===== src/rtl/popcount_accum.sv =====
// popcount_accum: sums lane popcounts over BEATS words, holds result until taken; POPCOUNT_APPROX_EN prunes MSB lanes
module popcount_accum #(
  parameter int N = 8,
  parameter int BEATS = 4,
  parameter int THRESH = 10,
  parameter int APPROX_LANES = 1,
  localparam int CW = $clog2(N * BEATS + 1)
) (
  input  logic          clk,
  input  logic          rst_n,
  input  logic          clear,
  input  logic          in_valid,
  output logic          in_ready,
  input  logic [N-1:0]  in_data,
  output logic          out_valid,
  input  logic          out_ready,
  output logic [CW-1:0] out_sum,
  output logic          out_fire
);
  localparam int BW = BEATS > 1 ? $clog2(BEATS) : 1;
`ifdef POPCOUNT_APPROX_EN
  localparam int LANES = N - APPROX_LANES;
`else
  localparam int LANES = N + 0 * APPROX_LANES;
`endif
  typedef enum logic {ACCUM, HOLD} state_t;
  state_t r_state, w_next;
  logic r_up, r_fire, w_take, w_give, w_last;
  logic [BW-1:0] r_cnt;
  logic [CW-1:0] r_acc, w_pc, w_sum;
  assign in_ready = r_up && r_state == ACCUM;
  assign out_valid = r_state == HOLD;
  assign out_sum = r_acc;
  assign out_fire = r_fire;
  assign w_take = in_valid && in_ready;
  assign w_give = out_valid && out_ready;
  assign w_last = r_cnt == BW'(BEATS - 1);
  assign w_sum = r_acc + w_pc;
  always_comb begin
    w_pc = '0;
    for (int i = 0; i < LANES; i++) w_pc = w_pc + CW'(in_data[i]);
  end
  always_comb begin
    w_next = r_state;
    if (clear) w_next = ACCUM;
    else if (r_state == ACCUM) w_next = w_take && w_last ? HOLD : ACCUM;
    else w_next = out_ready ? ACCUM : HOLD;
  end
  always_ff @(posedge clk or negedge rst_n)
    if (!rst_n) r_state <= ACCUM;
    else r_state <= w_next;
  // the accumulator doubles as the held result, so zeroing it also clears out_sum
  always_ff @(posedge clk or negedge rst_n)
    if (!rst_n) begin
      r_up <= 1'b0;
      r_cnt <= '0;
      r_acc <= '0;
      r_fire <= 1'b0;
    end else begin
      r_up <= 1'b1;
      if (clear || w_give) begin
        r_cnt <= '0;
        r_acc <= '0;
        r_fire <= 1'b0;
      end else if (w_take) begin
        r_cnt <= w_last ? '0 : r_cnt + 1'b1;
        r_acc <= w_sum;
        r_fire <= int'(w_sum) >= THRESH;
      end
    end
endmodule


===== config.mk =====
export PLATFORM = sky130hd
export DESIGN_NAME = popcount_accum
export DESIGN_NICKNAME = d
export VERILOG_FILES = /design/src/rtl/popcount_accum.sv
export SDC_FILE = /design/constraint.sdc
export NUM_CORES = 1
export LEC_CHECK = 0
export ABC_AREA = 1
export BUFFER_PORTS_ARGS = -buffer_cell sky130_fd_sc_hd__buf_4
export CAP_MARGIN = 40
export CORE_MARGIN = 2
export CORE_UTILIZATION = 45
export CTS_CLUSTER_DIAMETER = 80
export DETAILED_ROUTE_END_ITERATION = 8
export PLACE_DENSITY = 0.7
export SLEW_MARGIN = 30
export SYNTH_ARGS = -nofsm -noshare
export SYNTH_HDL_FRONTEND = slang
export SYNTH_SLANG_ARGS = --single-unit

===== constraint.sdc =====
create_clock -name clk -period 4.6 [get_ports clk]
set_input_delay 0.69 -clock clk [delete_from_list [all_inputs] [get_ports clk]]
set_output_delay 0.69 -clock clk [all_outputs]
set_load 0.01 [all_outputs]

-- Word level (Yosys, flattened, before mapping)
Cells that the tools add are included.
- add/sub/neg operators: 9
- multipliers: 0
- div/mod/pow operators: 0
- magnitude comparators: 1
- equal/unequal tests: 1
- shifts and indexed selects: 0
- muxes and demuxes: 11
- bitwise gates (word level): 1
- reduce and logical (&&, ||, !) cells: 6
- operator list (kind ; number):
    6-bit by 1-bit adder with 6-bit output ; 2
    6-bit 2-to-1 mux ; 2
    5-bit by 1-bit adder with 6-bit output ; 1
    6-bit adder ; 1
    6-bit by 4-bit >= comparator with 1-bit output, second input constant ; 1
    1-bit 2-to-1 mux ; 6
    2-bit 2-to-1 mux ; 3
    4-bit by 1-bit adder with 5-bit output ; 1
    3-bit by 1-bit adder with 4-bit output ; 1
    1-bit logical AND ; 4
    2-bit by 1-bit adder with 3-bit output ; 1
    1-bit by 1-bit adder with 2-bit output ; 1
    2-bit by 1-bit adder with 2-bit output, second input constant ; 1
    2-bit == test, second input constant ; 1
    2-bit nonzero test ; 1
    1-bit logical OR ; 1
    1-bit NOT ; 1
- flip-flop bits (word level): 11
- bits in latches: 0
- RAM bits: 0
- bits in read-only memories: 0
- output and inout bits: 9
- memories kept: 0

-- Depth between registers and ports, before layout
- word-level depth: 11
- depth in mapped cells: 14
- mapped depth without buffers: 14

-- Worst setup path before layout
Ideal clock, no wire load.
- path type: in2reg
- start: input in_data[0]
- end: register r_fire (netlist: out_fire)
- setup time: 0.126 ns
- arrival: 3.462 ns
- required time: 4.474 ns
- slack: 1.012 ns
- cell stages on the path: 12
- path buffers: 0
- path through: fa_1 > inv_1 > fa_1 > fa_1 > fa_1 > fa_1 > inv_1 > nand3_1 > a21oi_2 > nor2_2 > nor2_1 > nand3_1
- cells in the longest elaborated chain, start to end: 11
- RTL lines (item ; line ; source):
    from (decl) ; 14 ; input logic [N-1:0] in_data,
    1-bit by 1-bit adder with 2-bit output ; 41 ; for (int i = 0; i < LANES; i++) w_pc = w_pc + CW'(in_data[i]);
    2-bit by 1-bit adder with 3-bit output ; 41 ;
    3-bit by 1-bit adder with 4-bit output ; 41 ;
    4-bit by 1-bit adder with 5-bit output ; 41 ;
    5-bit by 1-bit adder with 6-bit output ; 41 ;
    6-bit by 1-bit adder with 6-bit output (2 in series) ; 41 ;
    6-bit adder ; 38 ; assign w_sum = r_acc + w_pc;
    6-bit by 4-bit >= comparator with 1-bit output ; 68 ; r_fire <= int'(w_sum) >= THRESH;
    1-bit 2-to-1 mux ; 65 ; end else if (w_take) begin
    1-bit 2-to-1 mux ; 61 ; if (clear || w_give) begin
    to (signal assigned) ; 58 ; r_fire <= 1'b0;
    to (signal assigned) ; 64 ; r_fire <= 1'b0;
    to (signal assigned) ; 68 ;
    to (decl) ; 28 ; logic r_up, r_fire, w_take, w_give, w_last;
No other way between the ends. The select of a mux whose other input is x is not followed.
A chain may end at the register's enable or synchronous reset.

-- Worst setup path after layout
Same ends and word-level chain as after synthesis.

==> impl_metrics.tcl <==
set metrics [dict create \
    synth_top_family_by_area "simple AND/OR/NAND/NOR gates" \
    cts_root_buf "clkbuf_4" \
    viasPerCell 4.64 \
    crit_top_cell "fa_1" \
    cts_resized 0 \
    port_buffers 21 \
    grt_pass1_vias 693 \
    cp-start-kind "input pin" \
    endpoint_kind "register" \
    gr-total-overflow 0 \
    synth_top_cell_area_share_pct 32.6 \
    area_growth_pct 25.5 \
    cp.arrival_ns 3.74 \
    totalPowerFinal_mw 0.319 \
    maxSlewViolCount 0 \
    hold_violations 0 \
    fin_skew_ns 0.00643 \
    fp.dieW_um 47.3 \
    final_common_cell "buf_4" \
    grt_pass1_wl_um 2790 \
    required_ns 4.74 \
    place_congestion 0.806 \
    io_pins 22 \
    muxShareOfSynthArea_pct 0 \
    grt_max_degree 12 \
    row_count 15 \
    antenna_found_initial 0 \
    antenna_cells 0 \
    initial_core_util_pct 48.4 \
    worst-path-max-fanout 2 \
    post-place-ws_ns 0.718 \
    numCtsBuffers 3 \
    netlist_instances 96 \
    cp_num_buf_inv 3 \
    fp.dieArea_mm2 0.00224 \
    yosysWarnings 0 \
    min_period_ns 3.60 \
    track_usage_pct 17.6 \
    cts_buffer_depth 2 \
    setup_ws_ns 1.00 \
    status "finished clean" \
    drive_above_1_share_pct 31.4 \
    fin_crit_sh_pct 78.2 \
    final_cell_mix "buf_4, inv_1, nand2_1, dfrtp_1" \
    synth_area_per_cell_um2 8.80 \
    hpwl_um 1380 \
    hold_buffers 0 \
    synth_cell_types 24 \
    htreeDepth 1 \
    cts_setup_buffers 0 \
    yosysTopAreaCell "dfrtp_1" \
    antenna_left 0 \
    critical-path-top-delay-family "adder cells" \
    clock_latency_ns 0.27 \
    hold_path_class "in2async" \
    critical_path_class "in2reg" \
    max_freq_mhz 278 \
    coreArea_mm2 0.00175 \
    cts.clk_slew.worst_paths_ns 0.07 \
    synth_area_um2 845 \
    cts.sinks 11 \
    synth_xor_area_share_pct 1.04 \
    drtIter0Drc 1 \
    maxCapViolCount 0 \
    die_h_um 47.3 \
    synth_nets 121 \
    cts_tree "yes" \
    crit_chain "buf_4 -> fa_1 -> inv_1 -> fa_1 -> fa_1 -> fa_1 -> fa_1 -> inv_1 -> nand3_1 -> a21oi_2 -> nor2_2 -> nor2_1 -> nand3_1" \
    wire_per_inst_um 10.9 \
    setup_viol 0 \
    power_density_mw_per_mm2 301 \
    routed_wl_um 1590 \
    holdWs_ns 0.240 \
    setup-tns-final_ns 0 \
    dp_cells 142 \
    num_vias 678 \
    post-route-drc-count 0 \
    rsz0062_at_grt "false" \
    worst_ir_drop_vdd_mv 0.148 \
    drt_first_pass_iters 4 \
    fillers 167 \
    max_stage_delay_ns 0.52 \
    synth-simple-area-share_pct 24.9 \
    ys_seq_area_share_pct 32.6 \
    ys_top_cells_by_area "dfrtp_1, fa_1, ha_1" \
    synth-compound-area-share_pct 8.15 \
    synthAdderAreaFrac_pct 22.2 \
    layout.nets 147 \
    synth-seq-cells 11 \
    stdcell_count 146 \
    p_leak_nw 0.613 \
    cp_slowest_cell "fa_1" \
]
[state kept, by name (all words and copies together) (netlist names)]
register / cells
out_sum: 6
r_cnt: 2
out_fire: 1
out_valid: 1
r_up: 1
[layer usage]
layer  GRT usage [%]  up-vias  share of wire [%]
met1            20.4      309                 43
met3            5.77        0                6.0
met4            3.33        0                  0
li1                -      349                  -
met2            31.6       20                 51
met5               0        -                  0
[synthesized netlist by cell type, drive strengths merged]
library cell and count:
a21oi 2, a22o 1, a31oi 1, conb 1, dfrtp 11, fa 5, ha 7, inv 24
nand2 21, nand3 7, nand3b 1, nand4 2, nor2 6, o21ai 3, o22ai 2, o31ai 1
xor2 1
[stage by stage]
stage,utilization (%),area [µm²]
after global routing,60.7,1060
after global placement,59.2,1030
after CTS,60.7,1060
after floorplan,-,845
final,60.7,1060
after detailed placement,59.2,1030
[report_power, final]
group	switching, mW	internal, mW	total, mW
Sequential	0.00715	0.105	0.113
Combinational	0.0784	0.0635	0.142
Clock	0.0313	0.0336	0.0649
[area by class of cell]
cell class	count	area, µm²	share of cell area (%)
tap	25	31.3	2.95
clock buffer	4	26.3	2.48
sequential	11	275	26.0
multi-input combinational	61	479	45.2
inverter	24	90.1	8.50
timing repair buffer	21	158	14.9
[cells by family after synthesis]
logic type,count (synthesis)
xor gates and xnor gates,1
AOI/OAI and AO/OA,10
and+or+nand+nor,37
adders and majority gates,12
DFF,11
buffers and inverters,24
other,1
[worst paths after layout]
kind                            start  depth (start not counted)    endpoint  slack (ns)
max                        in_data[0]                         13    out_fire        1.00
min                             rst_n                          1  out_sum[2]        0.24
max reg2reg                out_sum[0]                         11    out_fire        1.67
min reg2reg                  r_cnt[1]                          1    r_cnt[1]        0.50
max in group asynchronous       rst_n                          1  out_sum[4]        4.20
min in group clk             r_cnt[1]                          1    r_cnt[1]        0.50
No activity file was read; power rests on OpenSTA's default activity.
